--- config.mk ---
export PLATFORM = sky130hd
export DESIGN_NAME = write_slave
export DESIGN_NICKNAME = d
export VERILOG_FILES = /design/src/rtl/axi_pkg.sv /design/src/rtl/axi_burst_addr_gen.sv /design/src/rtl/write_slave.sv
export SDC_FILE = /design/constraint.sdc
export NUM_CORES = 1
export LEC_CHECK = 0
export BUFFER_PORTS_ARGS = -buffer_cell sky130_fd_sc_hd__buf_4
export CORE_MARGIN = 3
export CORE_UTILIZATION = 45
export DETAILED_ROUTE_END_ITERATION = 8
export PLACE_DENSITY = 0.8
export REMOVE_ABC_BUFFERS = 1
export SLEW_MARGIN = 10
export SYNTH_ARGS = -nofsm -noshare
export SYNTH_HDL_FRONTEND = slang
export SYNTH_SLANG_ARGS = --single-unit
--- constraint.sdc ---
create_clock -name ACLK -period 2.8 [get_ports ACLK]
set_input_delay 0.14 -clock ACLK [delete_from_list [all_inputs] [get_ports ACLK]]
set_output_delay 0.14 -clock ACLK [all_outputs]
set_load 0.02 [all_outputs]
--- src/rtl/axi_pkg.sv ---
// Shared AXI3 encodings and write-FSM states for the slave-side channel responders.
// Used by write_slave and axi_burst_addr_gen; intended for reuse by the read slave.
package axi_pkg;

    typedef enum logic [1:0] {
        BURST_FIXED = 2'b00,
        BURST_INCR  = 2'b01,
        BURST_WRAP  = 2'b10,
        BURST_RSVD  = 2'b11
    } burst_e;

    typedef enum logic [1:0] {
        RESP_OKAY   = 2'b00,
        RESP_EXOKAY = 2'b01,
        RESP_SLVERR = 2'b10
    } resp_e;

    typedef enum logic [1:0] {
        IDLE = 2'd0,
        DATA = 2'd1,
        RESP = 2'd2
    } wr_state_e;

    // True when a burst must not write memory at all: reserved burst type,
    // illegal WRAP length, or a beat wider than the data bus.
    function automatic logic aw_illegal(input logic [1:0] burst,
                                        input logic [3:0] len,
                                        input logic [1:0] size,
                                        input int         max_size);
        logic wrap_len_ok;
        wrap_len_ok = len inside {4'd1, 4'd3, 4'd7, 4'd15};
        return (burst == BURST_RSVD) ||
               ((burst == BURST_WRAP) && !wrap_len_ok) ||
               (int'(size) > max_size);
    endfunction

endpackage

--- src/rtl/axi_burst_addr_gen.sv ---
// Combinational AXI3 next-beat address for FIXED, INCR and WRAP bursts.
// Reserved burst type holds the address.
module axi_burst_addr_gen
    import axi_pkg::*;
#(
    parameter int AW = 32
) (
    input  logic [AW-1:0] i_addr,
    input  logic [3:0]    i_len,
    input  logic [1:0]    i_size,
    input  logic [1:0]    i_burst,
    output logic [AW-1:0] o_next_addr
);

    logic [AW-1:0] w_step;
    logic [AW-1:0] w_incr;
    logic [AW-1:0] w_wrap_mask;

    assign w_step      = AW'(1) << i_size;
    assign w_incr      = i_addr + w_step;
    // Wrap window is the whole burst footprint: (len+1) beats of 2^size bytes.
    assign w_wrap_mask = ((AW'(i_len) + AW'(1)) << i_size) - AW'(1);

    // NOTE: every always_comb output gets a default first so no path leaves it unassigned (no latch).
    always_comb begin
        o_next_addr = i_addr;
        case (i_burst)
            BURST_INCR: o_next_addr = w_incr;
            BURST_WRAP: o_next_addr = (i_addr & ~w_wrap_mask) | (w_incr & w_wrap_mask);
            default:    o_next_addr = i_addr;
        endcase
    end

endmodule

--- src/rtl/write_slave.sv ---
// AXI3 write-channel slave: one AW burst, AWLEN+1 W beats into the memory port, one B response.
// Optional macro WSLV_AW_SKID_EN adds a one-entry AW holding register so the next burst can queue.
module write_slave
    import axi_pkg::*;
#(
    parameter int buswidth = 32,
    parameter int IDW      = 2
) (
    input  logic                  ACLK,
    input  logic                  ARESETn,
    input  logic [IDW-1:0]        AWID,
    input  logic [buswidth-1:0]   AWADDR,
    input  logic [3:0]            AWLEN,
    input  logic [1:0]            AWSIZE,
    input  logic [1:0]            AWBURST,
    input  logic [1:0]            AWLOCK,
    input  logic [3:0]            AWCACHE,
    input  logic [2:0]            AWPROT,
    input  logic                  AWVALID,
    output logic                  AWREADY,
    input  logic [IDW-1:0]        WID,
    input  logic [buswidth-1:0]   WDATA,
    input  logic [buswidth/8-1:0] WSTRB,
    input  logic                  WLAST,
    input  logic                  WVALID,
    output logic                  WREADY,
    output logic [IDW-1:0]        BID,
    output logic [1:0]            BRESP,
    output logic                  BVALID,
    input  logic                  BREADY,
    output logic [buswidth-1:0]   address_out,
    output logic [buswidth-1:0]   data_out,
    output logic [buswidth/8-1:0] strb_out,
    output logic                  memwrite
);

    localparam int MAX_SIZE = $clog2(buswidth / 8);

    typedef struct packed {
        logic [IDW-1:0]      id;
        logic [buswidth-1:0] addr;
        logic [3:0]          len;
        logic [1:0]          size;
        logic [1:0]          burst;
        logic                nowrite;
    } aw_req_t;

    wr_state_e           r_state;
    wr_state_e           w_next_state;
    aw_req_t             r_req;
    aw_req_t             w_aw_in;
    aw_req_t             w_load_src;
    logic                w_load;
    logic [3:0]          r_cnt;
    logic                r_slverr;
    logic [buswidth-1:0] w_next_addr;
    logic                w_aw_hs;
    logic                w_w_hs;
    logic                w_b_hs;
    logic                w_last_beat;
    logic                w_id_err;
    logic                w_unused;

    assign w_unused = ^{AWLOCK, AWCACHE, AWPROT};

    assign w_aw_in = '{
        id:      AWID,
        addr:    AWADDR,
        len:     AWLEN,
        size:    AWSIZE,
        burst:   AWBURST,
        nowrite: aw_illegal(AWBURST, AWLEN, AWSIZE, MAX_SIZE)
    };

    assign w_aw_hs     = AWVALID && AWREADY;
    assign w_w_hs      = WVALID && WREADY;
    assign w_b_hs      = BVALID && BREADY;
    assign w_last_beat = (r_cnt == r_req.len);
    assign w_id_err    = (WID != r_req.id);

    assign WREADY      = (r_state == DATA);
    assign BVALID      = (r_state == RESP);
    assign BID         = r_req.id;
    assign BRESP       = r_slverr ? RESP_SLVERR : RESP_OKAY;

    assign address_out = r_req.addr;
    assign data_out    = WDATA;
    assign strb_out    = WSTRB;
    assign memwrite    = w_w_hs && !(r_req.nowrite || w_id_err);

    axi_burst_addr_gen #(
        .AW (buswidth)
    ) u_addr_gen (
        .i_addr      (r_req.addr),
        .i_len       (r_req.len),
        .i_size      (r_req.size),
        .i_burst     (r_req.burst),
        .o_next_addr (w_next_addr)
    );

`ifdef WSLV_AW_SKID_EN
    aw_req_t r_hold;
    logic    r_hold_valid;
    logic    w_hold_push;
    logic    w_hold_pop;

    // The holding register is always empty in IDLE, so this also covers the IDLE case.
    assign AWREADY     = !r_hold_valid;
    assign w_hold_push = w_aw_hs && ((r_state == DATA) || ((r_state == RESP) && !w_b_hs));
    assign w_hold_pop  = (r_state == RESP) && w_b_hs && r_hold_valid;

    always_ff @(posedge ACLK) begin
        if (ARESETn) begin
            r_hold       <= '0;
            r_hold_valid <= 1'b0;
        end else if (w_hold_push) begin
            r_hold       <= w_aw_in;
            r_hold_valid <= 1'b1;
        end else if (w_hold_pop) begin
            r_hold_valid <= 1'b0;
        end
    end
`else
    assign AWREADY = (r_state == IDLE);
`endif

    always_comb begin
        w_next_state = r_state;
        w_load       = 1'b0;
        w_load_src   = w_aw_in;
        case (r_state)
            IDLE: begin
                if (w_aw_hs) begin
                    w_load       = 1'b1;
                    w_next_state = DATA;
                end
            end
            DATA: begin
                if (w_w_hs && w_last_beat) begin
                    w_next_state = RESP;
                end
            end
            RESP: begin
                if (w_b_hs) begin
`ifdef WSLV_AW_SKID_EN
                    if (r_hold_valid) begin
                        w_load       = 1'b1;
                        w_load_src   = r_hold;
                        w_next_state = DATA;
                    end else if (w_aw_hs) begin
                        w_load       = 1'b1;
                        w_next_state = DATA;
                    end else begin
                        w_next_state = IDLE;
                    end
`else
                    w_next_state = IDLE;
`endif
                end
            end
            default: w_next_state = IDLE;
        endcase
    end

    // NOTE: state registers use non-blocking assignments; reset here is synchronous and active-high.
    always_ff @(posedge ACLK) begin
        if (ARESETn) begin
            r_state  <= IDLE;
            r_req    <= '0;
            r_cnt    <= '0;
            r_slverr <= 1'b0;
        end else begin
            r_state <= w_next_state;
            if (w_load) begin
                r_req    <= w_load_src;
                r_cnt    <= '0;
                r_slverr <= w_load_src.nowrite;
            end else if (w_w_hs) begin
                r_req.addr <= w_next_addr;
                r_cnt      <= r_cnt + 4'd1;
                // WLAST disagreeing with the beat count is flagged but never shortens the burst.
                if (w_id_err || (WLAST != w_last_beat)) begin
                    r_slverr <= 1'b1;
                end
            end
        end
    end

endmodule

==> results by group <==
Outcome
  • Outcome: finished, final reports clean

Drt
  • TritonRoute pass-1 iters: 5
  • Initial DRC Count: 291
  • Via density per instance: 6.13
  • DR WL/cell: 19.5 um
  • DRC: 0
  • Antenna-violating nets left: 0
  • Total wire length: 13.5 mm
  • DR vias: 4237

Power and ir drop
  • Total power: 2.00 mW
  • Maximum vdd drop: 0.000213 V
  • Clock power share: 0.222
  • Sw Pwr: 0.756 mW
  • Comb pwr share: 0.358
  • Reg power frac: 0.420
  • P_leak: 1.86 nW
  • Int Pwr: 1.25 mW
  • Pwr per Cell Area: 432 nW/um^2
  • Sw frac: 0.377

Timing
  • Max Clock Skew: 0.00874 ns
  • RSZ-0062 raised after global routing: false
  • Slew margin rel.: 0.536
  • Worst hold slack: 0.0687 ns
  • Fmax: 377 MHz
  • Final setup fails: 0
  • Final Hold Vio Count: 0
  • Min Clock Period, post-route: 2.65 ns
  • Worst slew pin tran: 0.690 ns
  • Slew Viols, Final: 0
  • Final worst path period share: 0.948

Clock network
  • Num CTS Buffers: 5
  • CTS tree: done
  • Clk_lat worst skew: 0.32 ns
  • Max H-tree Level: 2
  • Clock Path Buffers: 2
  • Clock Tree Root: clkbuf_8
  • Clock sink count: 50
  • Worst-path clk slew: 0.10 ns

Die
  • Die H: 102 um
  • Die ar.: 10400 um^2
  • # rows: 34
  • Die width: 102 um
  • Core region area: 8850 um^2
  • # IOs: 171
  • Initial core utilization: 0.468

Layout
  • Fin nets: 686
  • Most frequent cells in the layout: buf_4, nand2_1, dfxtp_1
  • Commonest non-fill, non-tap cell in the layout: buf_4
  • Layout cells sized above 1: 0.266
  • Diodes inserted: 0
  • Synth-to-Final Area Change: 12.1%
  • Util after Layout: 0.525

GRT
  • First-pass GRT wire length: 20.5 mm
  • Antenna violations before repair: 0
  • Overall Global Routing Usage: 0.252
  • Overflow after GRT: 0
  • Vias in the first global route: 3936
  • Largest net degree at the start of global routing: 59

Hold path
  • WHS Path Cells: 3
  • Hold Crit Class: in2reg
  • Hold Crit Start: AWID[1]

Worst setup path
  • Crit path DAT: 2.89 ns
  • Setup CP Type: reg2reg
  • Crit path max fanout: 4
  • Crit. End Element: flop
  • Worst reg-to-reg path cell count: 11
  • Crit path launch: r_req[4]
  • Worst EP required: 3.04 ns
  • R2R Path Start: r_req[4]
  • Critical path startpoint category: flop

Logic synthesis
  • Ys flop type: dfxtp_1
  • Synth area leader: dfxtp_1
  • Cells after Synth: 561
  • Syn Area/Cell: 7.38 um^2
  • Async SR Flop Fraction: 0
  • Post-synth EDFFs: 0
  • Netlist cell types: 67
  • Synthesized cell area: 4140 um^2
  • Area contributors post-synth: dfxtp_1, buf_4, nand2_1
  • Synth Register Bits: 50
  • Synth warnings: 0
  • Seq/Total Area, Yosys: 0.242
  • Yosys top cell area share: 0.242

Placement
  • DPL Wire Length: 10.1 mm
  • Gpl congestion: 0.885
  • I/O Buffers: 88

Flow run
  • Max-cap viol count: 0
-- worst paths after layout --
path | end | slack (ns)
worst min-delay path | BID[1] | 0.07
worst min register to register | BID[0] | 0.50
worst max register to register | flop | 0.15
worst max-delay path | flop | 0.15
-- repair_timing --
item                       CTS  global route
setup endpoints to repair    4            12
setup buffers                0             1
hold buffers                 0             0
pin swaps                    0             4
gates resized for setup      3            18
-- per-stage QoR --
| stage | cells | setup WS (ns) | TNS, ns | instance area, um^2 |
|---|---|---|---|---|
| after floorplan | 459 | -0.202 | -1.97 | 3480 |
| after global placement | 682 | 0.0270 | 0 | 4480 |
| after detailed placement | 682 | -0.0931 | -0.0962 | 4480 |
| after CTS | 690 | 0.00370 | 0 | 4580 |
| after global routing | 691 | 0.0386 | 0 | 4640 |
| final | 691 | 0.145 | 0 | 4640 |
-- synth_stat cells (all sizes together) (3+ instances only) --
cell	number
o2111ai	3
a221oi	4
nand2b	3
and2	3
o21a	6
nand3b	4
clkinv	3
o211ai	4
ha	8
nor2	35
o21ai	32
nor2b	6
nand2	74
nor4	7
dfxtp	50
a31oi	7
nor3	16
xor2	11
a21o	6
a32o	3
nand4	3
or2	4
a31o	3
nand3	18
o211a	3
clkbuf	21
a211oi	14
inv	12
buf	81
and4	3
o32ai	3
or3	6
a311oi	9
and3	6
mux2i	4
o31ai	5
xnor2	10
a21oi	46
-- final cells by class --
type                            count  area, um^2
Tap cell                          108         135
Timing Repair Buffer              116         875
Clock buffer                        6        72.6
Sequential cell                    50        1000
Fill cell                         847        4210
Clock inverter                      2        13.8
Multi-Input combinational cell    394        2490
Inverter                           15        56.3
-- per-layer routing --
metal | up-vias | share of wire | global-route usage
met4 | 4 | 0.015 | 0.0666
met1 | 1990 | 0.43 | 0.337
li1 | 1990 | - | -
met2 | 233 | 0.43 | 0.368
met5 | - | 0.0050 | 0.0721
met3 | 20 | 0.12 | 0.105
-- logic make-up after synthesis --
kind of cell | count (synthesis) | share of synthesized area
mux | 4 | 0.00967
other cells | 1 | 0.000905
fa+ha+maj | 9 | 0.0290
compound gates | 166 | 0.272
simple gates | 193 | 0.229
buf+inv | 117 | 0.174
flops | 50 | 0.242
xor+xnor | 21 | 0.0444
-- power groups by stage --
stage / combinational (mW) / sequential, mW / clock [mW]
finish: 0.717 / 0.842 / 0.445
detailed placement: 0.695 / 0.853 / 0
floorplan: 0.353 / 0.896 / 0
global placement: 0.676 / 0.849 / 0
global route: 0.777 / 0.849 / 0.473
CTS: 0.698 / 0.837 / 0.448
-- critical path: stages (launching register included) --
cell      delay, ns
dfxtp_2        0.36
nor2_4         0.12
ha_2           0.18
inv_1          0.06
fa_2           0.35
nor2b_2        0.15
o31ai_2        0.09
or4_4          0.47
nor4_4         0.25
xnor2_1        0.15
nand3_1        0.11
a311oi_2       0.29
No activity file was read; power rests on OpenSTA's default activity.
